--- src/rtl/queen_solver.sv ---
// Backtracking N-queens search engine that streams each complete safe placement over valid/ready.
// Build option QUEEN_STOP_FIRST_EN: finish the search after the first accepted solution.

module queen_solver #(
  parameter int N       = 8,
  parameter int COUNT_W = 8
) (
  input  logic               clk,
  input  logic               rst,
  input  logic               start,
  output logic               busy,
  output logic               done,
  output logic               sol_valid,
  input  logic               sol_ready,
  output logic [23:0]        sol_cols,
  output logic [COUNT_W-1:0] solution_count
);

  typedef enum logic [2:0] {
    S_IDLE,
    S_TRY,
    S_NEXT,
    S_BACK,
    S_EMIT,
    S_DONE
  } state_t;

  localparam logic [2:0] LAST = 3'(N - 1);

`ifdef QUEEN_STOP_FIRST_EN
  localparam state_t S_AFTER_EMIT = S_DONE;
`else
  localparam state_t S_AFTER_EMIT = S_NEXT;
`endif

  state_t             r_state;
  state_t             w_state_nxt;
  logic [2:0]         r_col [8];
  logic [2:0]         r_row;
  logic [2:0]         r_k;
  logic [COUNT_W-1:0] r_count;

  logic [2:0] w_col_row;
  logic [2:0] w_col_k;
  logic [2:0] w_row_dist;
  logic [2:0] w_col_dist;
  logic [2:0] w_row_inc;
  logic       w_k_at_row;
  logic       w_row_last;
  logic       w_conflict;

  // Pair check: queen in row r_k against the candidate queen in row r_row.
  assign w_col_row  = r_col[r_row];
  assign w_col_k    = r_col[r_k];
  assign w_row_dist = r_row - r_k;
  assign w_col_dist = (w_col_row >= w_col_k) ? (w_col_row - w_col_k) : (w_col_k - w_col_row);
  assign w_conflict = (w_col_k == w_col_row) || (w_row_dist == w_col_dist);
  assign w_k_at_row = (r_k == r_row);
  assign w_row_last = (r_row == LAST);
  assign w_row_inc  = r_row + 3'd1;

  // NOTE: sequential state uses non-blocking assignments only, so every register samples pre-edge values.
  always_ff @(posedge clk) begin
    if (rst) r_state <= S_IDLE;
    else     r_state <= w_state_nxt;
  end

  // NOTE: the next-state default is assigned first so no path through this block infers a latch.
  always_comb begin
    w_state_nxt = r_state;
    case (r_state)
      S_IDLE, S_DONE: if (start) w_state_nxt = S_TRY;
      S_TRY: begin
        if (w_k_at_row) begin
          if (w_row_last) w_state_nxt = S_EMIT;
        end else if (w_conflict) begin
          w_state_nxt = S_NEXT;
        end
      end
      S_NEXT:  w_state_nxt = (w_col_row == LAST) ? S_BACK : S_TRY;
      S_BACK:  w_state_nxt = (r_row == 3'd0) ? S_DONE : S_NEXT;
      S_EMIT:  if (sol_ready) w_state_nxt = S_AFTER_EMIT;
      default: w_state_nxt = S_IDLE;
    endcase
  end

  always_ff @(posedge clk) begin
    if (rst) begin
      // NOTE: the column array is only eight small registers and its contents appear on sol_cols, so it is reset explicitly.
      for (int i = 0; i < 8; i++) r_col[i] <= 3'd0;
      r_row   <= 3'd0;
      r_k     <= 3'd0;
      r_count <= '0;
    end else begin
      case (r_state)
        S_IDLE, S_DONE: begin
          if (start) begin
            for (int i = 0; i < 8; i++) r_col[i] <= 3'd0;
            r_row   <= 3'd0;
            r_k     <= 3'd0;
            r_count <= '0;
          end
        end
        S_TRY: begin
          if (w_k_at_row) begin
            if (!w_row_last) begin
              r_row            <= w_row_inc;
              r_col[w_row_inc] <= 3'd0;
              r_k              <= 3'd0;
            end
          end else if (!w_conflict) begin
            r_k <= r_k + 3'd1;
          end
        end
        S_NEXT: begin
          if (w_col_row != LAST) begin
            r_col[r_row] <= w_col_row + 3'd1;
            r_k          <= 3'd0;
          end
        end
        S_BACK: if (r_row != 3'd0) r_row <= r_row - 3'd1;
        S_EMIT: begin
          if (sol_ready && (r_count != '1)) r_count <= r_count + COUNT_W'(1);
        end
        default: ;
      endcase
    end
  end

  assign busy           = (r_state == S_TRY) || (r_state == S_NEXT) ||
                          (r_state == S_BACK) || (r_state == S_EMIT);
  assign done           = (r_state == S_DONE);
  assign sol_valid      = (r_state == S_EMIT);
  assign solution_count = r_count;

  // Rows beyond the board size always read as zero.
  always_comb begin
    sol_cols = '0;
    for (int i = 0; i < 8; i++) begin
      if (i < N) sol_cols[3*i +: 3] = r_col[i];
    end
  end

endmodule

--- config.mk ---
export PLATFORM = sky130hd
export DESIGN_NAME = queen_solver
export DESIGN_NICKNAME = d
export VERILOG_FILES = /design/src/rtl/queen_solver.sv
export SDC_FILE = /design/constraint.sdc
export NUM_CORES = 1
export LEC_CHECK = 0
export BUFFER_PORTS_ARGS = -buffer_cell sky130_fd_sc_hd__buf_2
export CAP_MARGIN = 15
export CORE_ASPECT_RATIO = 1.2
export CORE_MARGIN = 2
export CORE_UTILIZATION = 55
export CTS_CLUSTER_DIAMETER = 150
export DETAILED_ROUTE_END_ITERATION = 10
export MAX_ROUTING_LAYER = met4
export PLACE_DENSITY = 0.76
export SYNTH_ARGS = -nofsm -noshare
export SYNTH_HDL_FRONTEND = slang
export SYNTH_SLANG_ARGS = --single-unit
--- constraint.sdc ---
create_clock -name clk -period 3.86 [get_ports clk]
set_input_delay 0.386 -clock clk [delete_from_list [all_inputs] [get_ports clk]]
set_output_delay 0.386 -clock clk [all_outputs]
set_load 0.05 [all_outputs]
# ---- After elaboration in Yosys (flattened, before gate mapping)
# Memories as Yosys holds them, arrays and structs flattened. A register that Yosys moved wholly into a read port is not among the register bits.
# Index checks and enable logic that the tools add are counted.
dict set report op_classes {
  add_sub_neg 8
  n_lt_le_gt_ge 1
  eq_ne 23
  muxes 55
  bitwise_logic 8
  n_reduce_logical 18
}
# cell count
set op_table {}
lappend op_table {{two-way mux 3 bit} 31}
lappend op_table {{case mux 3 bit (3 select lines)} 2}
lappend op_table {{two-way mux 1 bit} 17}
lappend op_table {{two-way mux 8 bit} 2}
lappend op_table {{case mux 8 bit (2 select lines)} 1}
lappend op_table {{inequality test 3 bit (second input constant)} 5}
lappend op_table {{case mux 3 bit (5 select lines)} 1}
lappend op_table {{equality test 3 bit (second input constant)} 4}
lappend op_table {{inequality test 2 bit (second input constant)} 5}
lappend op_table {{AND reduction 5 bit} 2}
lappend op_table {{adder 3 x 1 -> 3 bit (second input constant)} 3}
lappend op_table {{equality test 3 bit} 3}
lappend op_table {{nonzero test 3 bit} 3}
lappend op_table {{subtractor 3 bit} 3}
lappend op_table {{adder 8 x 1 -> 8 bit (second input constant)} 1}
lappend op_table {{inequality test 8 bit (second input constant)} 1}
lappend op_table {{OR 1 bit} 8}
lappend op_table {{equality test 3 x 2 -> 1 bit (second input constant)} 2}
lappend op_table {{logical NOT 3 bit} 2}
lappend op_table {{OR reduction 3 bit} 2}
lappend op_table {{logical OR 1 bit} 4}
lappend op_table {{inequality test 2 x 1 -> 1 bit (second input constant)} 2}
lappend op_table {{AND reduction 4 bit} 1}
lappend op_table {{equality test 3 x 1 -> 1 bit (second input constant)} 1}
lappend op_table {{7 further kinds} 7}
dict set report word_totals {
  regBits 17
  mem_bits_rw 24
  output_inout_bits 35
  word_cells 118
  memories 1
}
# name words word_bits rd rd_clocked_by_memory_dff write_ports line
set memory_table {}
lappend memory_table {r_col 8 3 10 2 8 38} ;# logic [2:0] r_col [8];

# ---- Longest topological paths before layout
# Gate-level depths: netlist of the first run.
dict set report logic_depth {
  ltp_word 9
  mapped_depth 13
  mapped_depth_nobuf 12
}

# ---- Worst setup path after synthesis of the first run
# Ideal clock, no wire load.
dict set report synth_path {
  path_type {register to register}
  startpoint {register (tool-made name)}
  endpoint {memory r_col[1][0] (enable)}
  setup_time_ps 285
  t_arrival_ps 3147
  slack_ps 428
  path_stages_with_launch 12
  path_buffers 1
  path_cell_list {dfxtp_1 clkbuf_1 mux4_2 mux2i_1 inv_1 ha_1 ha_1 nor4_2 or3_1 o21ai_1 o21ai_1 nand2_1}
}
# item line
set synth_rtl {}
lappend synth_rtl {{end, declared} 38}

==> PnR_summary.wiki, run 1 <==
{| class="wikitable"
! Metric !! Value
|-
| Synth cell count leaders || 43 x nor2_1, 31 x nand2_1, 24 x edfxtp_1
|-
| Area of the die || 6220 um^2
|-
| Number of search-and-repair iterations in the first detailed-routing pass || 4
|-
| Ranking of synthesized cells by area || edfxtp_1 23%, dfxtp_1 15%, mux4_2 8.8%, ha_1 6.1%, nor2_1 5.2%
|-
| Arrival time of data at the critical path endpoint || approximately 3.7 ns
|-
| Aggregate negative setup slack || 0 ns
|-
| Number of remaining DRC errors || 0
|-
| Buffer cell driving the clock tree root || clkbuf_8
|-
| Depth of the most critical reg-to-reg path || 11
|-
| Floorplan die height || around 86 um
|-
| Core Area || 5330 um^2
|-
| Reg-to-Reg End || r_k[2]
|-
| Wire length of the first global-routing pass || 11,400 um
|-
| Maximum number of pins on one net before global-route repair || 23
|-
| Delay of the slowest critical-path stage || about 0.62 ns
|-
| Synth-to-layout area growth || 12.3%
|-
| Clk Latency, worst-skew pair || around 0.3 ns
|-
| Kind of end point of the critical path || flop
|-
| Type of the worst setup path || flop to flop
|-
| TritonCTS clock tree || built
|-
| Number of cells produced by synthesis || about 310
|-
| Post-Synthesis Mean Instance Area || 9.87 um^2
|-
| Fraction of the cycle the final worst path needs || 0.913
|-
| Power per Cell Area || between 700 and 800 nW/um^2
|-
| Final HPWL from detailed placement || ~5400 um
|-
| Area fraction of the dominant cell type after synthesis || 0.234
|-
| Count of buffers inserted at the top-level ports || 38
|-
| Width of the die || 72.3 um
|-
| Maximum count of clock buffers along a single path || 2
|-
| Routed vias || around 2,500
|-
| Weighted congestion reported at the end of routability-driven placement || 0.910
|-
| Post-synthesis instance area || slightly above 3000 um^2
|-
| Critical Path, Cell by Cell || mux4_2 > mux2i_1 > ha_1 > inv_1 > fa_1 > nand2b_1 > a2111oi_0 > a2111o_1 > and2_4 > o31ai_1 > o211ai_1
|-
| Number of cell rows || 29
|-
| Max-slew violation total from the final report || 0
|-
| Setup Slack @ Placement || between 0.15 and 0.2 ns
|-
| Static leakage || roughly 1.3 nW
|-
| Layout cell share with drive strength beyond 1 || 0.239
|-
| Sink Count || 47
|-
| Worst hold-check path type || input pin to flop
|-
| Total Routing Usage GR || 0.243
|-
| Number of antenna diodes || 0
|-
| Yosys warning total || 0
|-
| Critical path endpoint || r_k[2]
|-
| Nature of the critical path startpoint || flop
|-
| Depth of the critical timing path with buffers and inverters included || 11
|-
| Final critical path time including I/O delays and setup || 3.53 ns
|-
| Drt wl/cell || approximately 17 um
|-
| Post-detailed-route count of antenna-violating nets || 0
|-
| Master of the slowest instance on the critical path || dfxtp_1
|-
| Final Routed Wirelength || approximately 7000 um
|-
| Required @ worst endpoint || 4.02 ns
|-
| Setup repair after global routing missed its margin || no
|-
| Worst setup slack for register-to-register paths || roughly 0.33 ns
|-
| Worst rel slew slack || 0.394
|-
| Initial core utilization || 0.577
|-
| FFs w/ async S/R, synth || 0
|-
| Fmax achieved || 0.284 GHz
|-
| Worst Slack Setup Final || about 0.33 ns
|-
| Synthesis-stage register bit count || 47
|-
| Top-count cell post-synth || nor2_1
|-
| Number of vias per cell || approximately 6.0
|-
| Via count of the first global-routing pass || around 2,400
|-
| Worst-case clock skew || about 0.0029 ns
|-
| Sum of buffers and inverters on the critical path || 1
|-
| Clock slew at reported path FFs || 0.09 ns
|-
| Final hold violation count || 0
|-
| Number of distinct library cells after synthesis || 60
|-
| Synth Flop Type || edfxtp_1
|-
| Cell type group with the largest total delay on the critical path || compound AO/OA/AOI/OAI gates
|-
| Seq/Total Area, Yosys || 0.384
|-
| I/O pin count || 39
|-
| Measured slew at the worst slew-check pin || just over 0.9 ns
|-
| Worst IR Drop VDD || ~0.45 mV
|-
| Total clock buffers created by CTS || 5
|-
| Initial antenna violation count || 0
|-
| Number of enable-type register cells in the synthesized netlist || 24
|-
| Maxcap violations || 0
|-
| Final-stage net count || approximately 370
|-
| Run status || completed
|-
| H-tree Lvls || 2
|-
| Top cell type by total area after synthesis || edfxtp_1
|-
| Count of final setup violators || 0
|-
| Maximum fanout count along the critical path || 6
|-
| Total overflow reported by the global router || 0
|-
| Synthesized Nets || ~330
|-
| Iter 0 DRT Violations || about 110
|}
layer usage:
metal / up-vias / global-route usage / wire, um
met2: 69 / 0.415 / 3580
met1: 1185 / 0.301 / 3010
li1: 1219 / - / -
met4: 0 / 0.0738 / 89
met3: 6 / 0.0282 / 258
met5: - / - / 0
cells by family after synthesis:
group / synth area share
AND/OR/NAND/NOR: 0.206
buffers and inverters: 0.0378
AO/OA/AOI/OAI: 0.137
XOR/XNOR: 0.0309
multiplexers: 0.125
adder cells (fa/ha/maj): 0.0805
flip-flops: 0.384
cell type report:
class	count	area, um^2
Clock buffer	5	68.8
Clock inverter	3	47.5
Fill cell	436	1880
Inverter	20	75.1
Multi-Input combinational cell	236	1790
Sequential cell	47	1180
Tap cell	62	77.6
Timing Repair Buffer	41	213
what timing repair did:
| action | in CTS | in global routing |
|---|---|---|
| resized for setup | 0 | 4 |
| endpoints found under the setup margin | 0 | 24 |
| setup buffers | 0 | 0 |
| hold buffers | 0 | 0 |
worst reg2reg max path, stage by stage (launching register included):
cell and delay, ns:
dfxtp_1 0.62, mux4_2 0.61, mux2i_1 0.23, ha_1 0.19, inv_1 0.05, fa_1 0.44
nand2b_1 0.12, a2111oi_0 0.07, a2111o_1 0.40, and2_4 0.20, o31ai_1 0.31, o211ai_1 0.16
layout by cell type (no fill, tap or decap), types with 2 or more instances in the layout:
cell type,netlist,final
mux2i_1,9,8
dfxtp_1,23,22
fa_1,3,3
or3_1,4,4
nor2b_1,5,5
xnor2_1,8,8
o32a_1,2,2
o211ai_1,2,2
a211oi_1,4,4
nand2b_1,9,9
nor3_1,9,9
and2_1,2,2
o21ai_0,10,10
inv_1,20,20
edfxtp_1,24,24
and3_1,2,2
mux2i_2,1,2
clkbuf_8,0,5
a221oi_2,2,2
o31ai_1,3,3
nor2_1,43,43
a31o_2,3,3
nand3_1,8,8
mux4_2,12,12
a21oi_1,11,11
buf_4,1,3
buf_2,3,38
or2_2,3,3
o21ai_1,3,3
o22ai_1,2,2
ha_1,15,15
nand2_1,31,31
o32ai_1,2,2
worst min path at each step:
stage | from | end | slack, ns | cells past startpoint
CTS | rst | solution_count[0] | 0.48 | 2
global placement | solution_count[6] | solution_count[6] | 0.52 | 2
global route | rst | solution_count[0] | 0.52 | 2
finish | rst | solution_count[1] | 0.49 | 2
detailed placement | solution_count[7] | solution_count[7] | 0.54 | 2
floorplan | r_k[0] | flop | 0.50 | 2
where the power goes:
part,leakage [nW],switching (W),internal (W),total (W)
sequential,0.447,0.000111,0.000625,0.000736
clock,0.0587,0.000169,0.000196,0.000365
combinational,0.805,0.000956,0.000543,0.00150
through the flow:
stage               instances  utilization  hold WS, ns  power (W)  area [um^2]
global placement          406        0.624        0.522    0.00219         3330
global route              414        0.648        0.516    0.00277         3460
finish                    414        0.648        0.493    0.00260         3460
detailed placement        406        0.624        0.536    0.00221         3330
floorplan                 312            -        0.500    0.00189         3080
CTS                       414        0.646        0.477    0.00259         3440
(Power assumes the default switching activity.)
==> run 2, diff against run 1 <==
Settings changed: ABC_CLOCK_PERIOD_IN_PS set to 3860, CELL_PAD_IN_SITES_DETAIL_PLACEMENT set to 1, CELL_PAD_IN_SITES_GLOBAL_PLACEMENT set to 2, CORE_UTILIZATION 55 to 37, GPL_TIMING_DRIVEN set to 0, PLACE_DENSITY 0.76 to not set, PLACE_DENSITY_LB_ADDON set to 0.1.
==> PnR_summary.wiki, run 2 (synthesis results as in run 1) <==
{| class="wikitable"
! Metric !! Value
|-
| Run status || completed
|-
| Maximum number of pins on one net before global-route repair || 15
|-
| Final Routed Wirelength || a little under 9000 um
|-
| Type of the worst setup path || flop to flop
|-
| Worst Slack Setup Final || about 0.16 ns
|-
| Kind of end point of the critical path || flop
|-
| Initial core utilization || 0.380
|-
| I/O pin count || 39
|-
| Final hold violation count || 0
|-
| Total clock buffers created by CTS || 5
|-
| Total Routing Usage GR || 0.203
|-
| Fraction of power consumed by the clock network || 0.126
|-
| Depth of the most critical reg-to-reg path || 9
|-
| Fmax achieved || 0.271 GHz
|-
| Floorplan die height || between 100 and 150 um
|-
| Worst IR Drop VDD || between 0.2 and 0.3 mV
|-
| Max-slew violation total from the final report || 0
|-
| Drt wl/cell || around 19 um
|-
| Static leakage || 1.32 nW
|-
| Required @ worst endpoint || 3.87 ns
|-
| Setup Slack @ Placement || -0.516 ns
|-
| Setup repair after global routing missed its margin || no
|-
| Number of cell rows || 36
|-
| Synth-to-layout area growth || 14.2%
|-
| Wire length of the first global-routing pass || 13,900 um
|-
| Most frequent standard cell in the layout excluding fill and tap cells || nor2_1
|-
| Buffer cell driving the clock tree root || clkbuf_8
|-
| Measured slew at the worst slew-check pin || between 1 and 1.5 ns
|-
| Maxcap violations || 0
|-
| Iter 0 DRT Violations || 74
|-
| Seq pwr share || 0.282
|-
| Maximum fanout count along the critical path || 6
|-
| Weighted congestion reported at the end of routability-driven placement || about 0.80
|-
| Routed vias || between 2,000 and 3,000
|-
| Nature of the critical path startpoint || flop
|-
| Fraction of the cycle the final worst path needs || 0.957
|-
| Design Area, Final || about 3500 um^2
|-
| Number of search-and-repair iterations in the first detailed-routing pass || 4
|-
| Post-layout util || 0.434
|-
| Arrival time of data at the critical path endpoint || about 3.7 ns
|-
| Core Area || slightly above 8000 um^2
|-
| Final-stage net count || 380
|-
| Aggregate negative setup slack || 0 ns
|-
| Worst setup slack for register-to-register paths || 0.16 ns
|-
| Post-detailed-route count of antenna-violating nets || 0
|-
| Number of remaining DRC errors || 0
|-
| TritonCTS clock tree || built
|-
| Placement Cell Area || around 3400 um^2
|-
| Final HPWL from detailed placement || 6960 um
|-
| Clk Latency, worst-skew pair || a little over 0.3 ns
|-
| Worst rel slew slack || 0.278
|-
| Clock slew at reported path FFs || around 0.09 ns
|-
| Final critical path time including I/O delays and setup || 3.70 ns
|-
| Internal power || 0.00131 W
|-
| Worst-case clock skew || ~0.013 ns
|-
| Leading cell types in the layout, fill and taps excluded || 43 x nor2_1, 41 x buf_2, 31 x nand2_1
|-
| Sink Count || 47
|-
| Via count of the first global-routing pass || 2,642
|-
| Number of antenna diodes || 0
|-
| Reg-to-Reg End || r_col[3][2]
|-
| Count of final setup violators || 0
|-
| Worst hold-check path type || flop to flop
|-
| Area of the die || 9070 um^2
|-
| Combinational cell fraction of total power || 0.592
|-
| Initial antenna violation count || 0
|-
| Number of vias per cell || around 5.6
|-
| Layout cell share with drive strength beyond 1 || 0.242
|-
| Switching fraction of total power || 0.499
|-
| Count of buffers inserted at the top-level ports || 38
|-
| Power per Cell Area || around 740 nW/um^2
|-
| Total overflow reported by the global router || 0
|-
| Width of the die || 87.3 um
|-
| Critical path endpoint || r_col[3][2]
|-
| Maximum count of clock buffers along a single path || 2
|-
| H-tree Lvls || 2
|-
| NetSw || 0.00130 W
|}
-- run 2: changes by cell type in the layout (fill, tap and decap cells not counted), sizes merged --
| cell | change |
|---|---|
| buf | +4 |
| clkinvlp | +1 |
| bufinv | -1 |
| clkbuf | +4 |
| inv | -1 |
-- run 2: critical path: stages, from the launching register on --
cell and delay [ns]:
dfxtp_2 0.47, mux4_2 0.56, mux2i_2 0.27, inv_1 0.15, ha_1 0.22, ha_1 0.30, or4_1 0.65, o31ai_1 0.39
nand2_1 0.20, nand2_1 0.18
-- run 2: worst min-delay path by stage --
| stage | start | to | slack [ns] | cells after the start |
|---|---|---|---|---|
| CTS | r_k[0] | r_k[0] | 0.55 | 2 |
| detailed placement | r_k[0] | r_k[0] | 0.53 | 2 |
| floorplan | r_k[0] | flop | 0.50 | 2 |
| global placement | r_k[0] | r_k[0] | 0.52 | 2 |
| finish | r_k[0] | r_k[0] | 0.55 | 2 |
| global route | r_k[0] | r_k[0] | 0.59 | 2 |
-- run 2: power by group through the flow --
stage | Combinational (W) | Sequential [W] | Clock (W)
after floorplan | 0.00101 | 0.000883 | 0
after global placement | 0.00152 | 0.000724 | 0
after detailed placement | 0.00154 | 0.000728 | 0
after CTS | 0.00154 | 0.000730 | 0.000335
after global routing | 0.00167 | 0.000749 | 0.000358
final | 0.00154 | 0.000734 | 0.000328
-- run 2: cell type report --
cell class | count | area [um^2]
Inverter | 20 | 75.1
Tap cell | 95 | 119
Fill cell | 951 | 4590
Multi-Input combinational cell | 236 | 1800
Clock buffer | 6 | 82.6
Sequential cell | 47 | 1180
Buffer | 7 | 33.8
Timing Repair Buffer | 41 | 213
Clock inverter | 2 | 11.3
-- run 2: stage by stage --
step,cells,hold WS [ns],power [W]
floorplan,312,0.500,0.00189
global placement,445,0.519,0.00224
detailed placement,445,0.533,0.00226
CTS,452,0.547,0.00260
global route,454,0.589,0.00278
finish,454,0.552,0.00260
-- run 2: repair_timing --
item | in CTS | in global routing
cloned | 0 | 0
pin swaps | 1 | 1
resized for setup | 3 | 2
endpoints found under the hold margin | 0 | 0
hold buffers | 0 | 0
endpoints found under the setup margin | 57 | 29
setup buffers | 0 | 3
-- run 2: routing by layer --
layer / wire length (um) / share of wire / GRT usage
met5: 0 / 0 / -
met4: 212 / 0.024 / 0.0615
met3: 233 / 0.027 / 0.0294
met2: 4710 / 0.54 / 0.360
met1: 3550 / 0.41 / 0.232
==> run 3, diff against run 2 <==
Settings changed: GPL_TIMING_DRIVEN 0 to not set.
==> PnR_summary.wiki, run 3 (synthesis results as in run 1) <==
{| class="wikitable"
! Metric !! Value
|-
| Floorplan die height || 104 um
|-
| Number of search-and-repair iterations in the first detailed-routing pass || 4
|-
| Kind of end point of the critical path || flop
|-
| TritonCTS clock tree || built
|-
| Maxcap violations || 0
|-
| Final hold violation count || 0
|-
| Cell occurring most often along the worst timing path || o21ai_0
|-
| Wire length of the first global-routing pass || approximately 14,000 um
|-
| Iter 0 DRT Violations || between 70 and 80
|-
| Aggregate negative setup slack || 0 ns
|-
| Nature of the critical path startpoint || flop
|-
| Depth of the critical timing path with buffers and inverters included || 10
|-
| Routed vias || 2,526
|-
| Worst hold-check path type || input pin to flop
|-
| Arrival time of data at the critical path endpoint || around 3.8 ns
|-
| Number of placed instances, taps included || 440
|-
| Worst IR Drop VDD || 0.281 mV
|-
| Worst-case clock skew || between 0.004 and 0.005 ns
|-
| Fmax achieved || around 0.28 GHz
|-
| Sink Count || 47
|-
| Initial core utilization || 0.380
|-
| Clk Latency, worst-skew pair || between 0.3 and 0.4 ns
|-
| Critical Path, Cell by Cell || mux4_2 > mux2i_1 > inv_1 > ha_1 > nand2_1 > o21ai_0 > o21ai_0 > a2111oi_0 > a2bb2oi_2 > o22ai_1
|-
| Via count of the first global-routing pass || roughly 2,600
|-
| Number of remaining DRC errors || 0
|-
| Master of the slowest instance on the critical path || dfxtp_1
|-
| Post-route insts no fill || roughly 450
|-
| Final HPWL from detailed placement || 6820 um
|-
| Final Routed Wirelength || around 8600 um
|-
| Total Routing Usage GR || 0.203
|-
| Fill cells || 948
|-
| Fraction of the cycle the final worst path needs || 0.927
|-
| Layout cell share with drive strength beyond 1 || 0.235
|-
| Delay of the slowest critical-path stage || between 0.5 and 0.6 ns
|-
| Final critical path time including I/O delays and setup || 3.58 ns
|-
| I/O pin count || 39
|-
| Worst rel slew slack || 0.283
|-
| # hold bufs at CTS || 0
|-
| Static leakage || 1.30 nW
|-
| Core Area || around 8100 um^2
|-
| H-tree Lvls || 2
|-
| Power per Cell Area || ~740 nW/um^2
|-
| Maximum number of pins on one net before global-route repair || 22
|-
| Weighted congestion reported at the end of routability-driven placement || approximately 0.80
|-
| Initial antenna violation count || 0
|-
| Total clock buffers created by CTS || 5
|-
| Buffer cell driving the clock tree root || clkbuf_8
|-
| Synth-to-layout area growth || 12.7%
|-
| Width of the die || 87.3 um
|-
| Type of the worst setup path || flop to flop
|-
| Most frequent standard cell in the layout excluding fill and tap cells || nor2_1
|-
| Number of antenna diodes || 0
|-
| Final-stage net count || approximately 370
|-
| Required @ worst endpoint || a little over 4 ns
|-
| Cell type group with the largest total delay on the critical path || compound AO/OA/AOI/OAI gates
|-
| Run status || completed
|-
| Depth of the most critical reg-to-reg path || 10
|-
| Drt wl/cell || between 15 and 20 um
|-
| Setup repair after global routing missed its margin || no
|-
| Post-detailed-route count of antenna-violating nets || 0
|-
| Sum of buffers and inverters on the critical path || 1
|-
| Maximum fanout count along the critical path || 6
|-
| Maximum count of clock buffers along a single path || 2
|-
| Number of instances on the worst hold path || 2
|-
| Count of buffers inserted at the top-level ports || 38
|-
| Total overflow reported by the global router || 0
|-
| Count of final setup violators || 0
|-
| Max-slew violation total from the final report || 0
|-
| Area of the die || 9070 um^2
|-
| Number of cell rows || 36
|-
| Measured slew at the worst slew-check pin || ~1.1 ns
|-
| Clock slew at reported path FFs || about 0.090 ns
|-
| Number of vias per cell || 5.64
|-
| Leading cell types in the layout, fill and taps excluded || 43 x nor2_1, 38 x buf_2, 31 x nand2_1
|}
[run 3: cell count changes in the layout (fill, tap and decap cells not counted)]
cell / change
buf_2: -3
clkbuf_1: -2
clkbuf_8: -1
clkinv_1: -1
clkinv_2: +1
mux2i_1: +1
mux2i_2: -1
nor4_2: +1
nor4_4: -1
o311ai_0: +1
o311ai_1: -1
[run 3: per-layer routing]
metal  routed length [um]  share of wire  track usage
met1                 3540           0.41        0.232
met2                 4620           0.54        0.363
met3                  252          0.029       0.0310
met4                  174          0.020       0.0527
met5                    0              0            -
[run 3: per-stage QoR]
| stage | setup WS [ns] | utilization | hold slack (ns) | power, W | instance area (um^2) |
|---|---|---|---|---|---|
| finish | 0.280 | 0.428 | 0.494 | 0.00258 | 3470 |
| global route | 0.0396 | 0.428 | 0.505 | 0.00278 | 3470 |
| CTS | 0.125 | 0.427 | 0.483 | 0.00260 | 3460 |
| detailed placement | 0.152 | 0.417 | 0.535 | 0.00229 | 3380 |
| global placement | 0.247 | 0.417 | 0.522 | 0.00228 | 3380 |
| floorplan | 0.428 | - | 0.500 | 0.00189 | 3080 |
[run 3: path summary, 6_finish.rpt]
| path | startpoint | to | slack [ns] |
|---|---|---|---|
| max | flop | flop | 0.28 |
| min | rst | solution_count[0] | 0.49 |
| max reg2reg | flop | flop | 0.28 |
| min reg2reg | solution_count[1] | solution_count[1] | 0.55 |
[run 3: area by class of cell]
class	count	area (um^2)	share of cell area
Clock buffer	6	72.6	0.0209
Clock inverter	2	12.5	0.00361
Inverter	20	75.1	0.0216
Multi-Input combinational cell	236	1790	0.515
Sequential cell	47	1180	0.341
Tap cell	95	119	0.0343
Timing Repair Buffer	42	220	0.0635
[run 3: worst reg2reg max path: stages (launching register included)]
cell and delay [ns]:
dfxtp_1 0.57, mux4_2 0.56, mux2i_1 0.33, inv_1 0.14, ha_1 0.38, nand2_1 0.07, o21ai_0 0.27, o21ai_0 0.24
a2111oi_0 0.52, a2bb2oi_2 0.20, o22ai_1 0.23
[run 3: power by group]
| group | internal, W | leakage (nW) | switching [W] |
|---|---|---|---|
| clock | 0.000127 | 0.0412 | 0.000180 |
| combinational | 0.000547 | 0.808 | 0.000987 |
| sequential | 0.000626 | 0.447 | 0.000118 |
[run 3: repair_timing]
item,in CTS,in global routing
buffers inserted,0,0
endpoints found under the setup margin,0,13
resized for setup,0,2
hold endpoints to repair,0,0
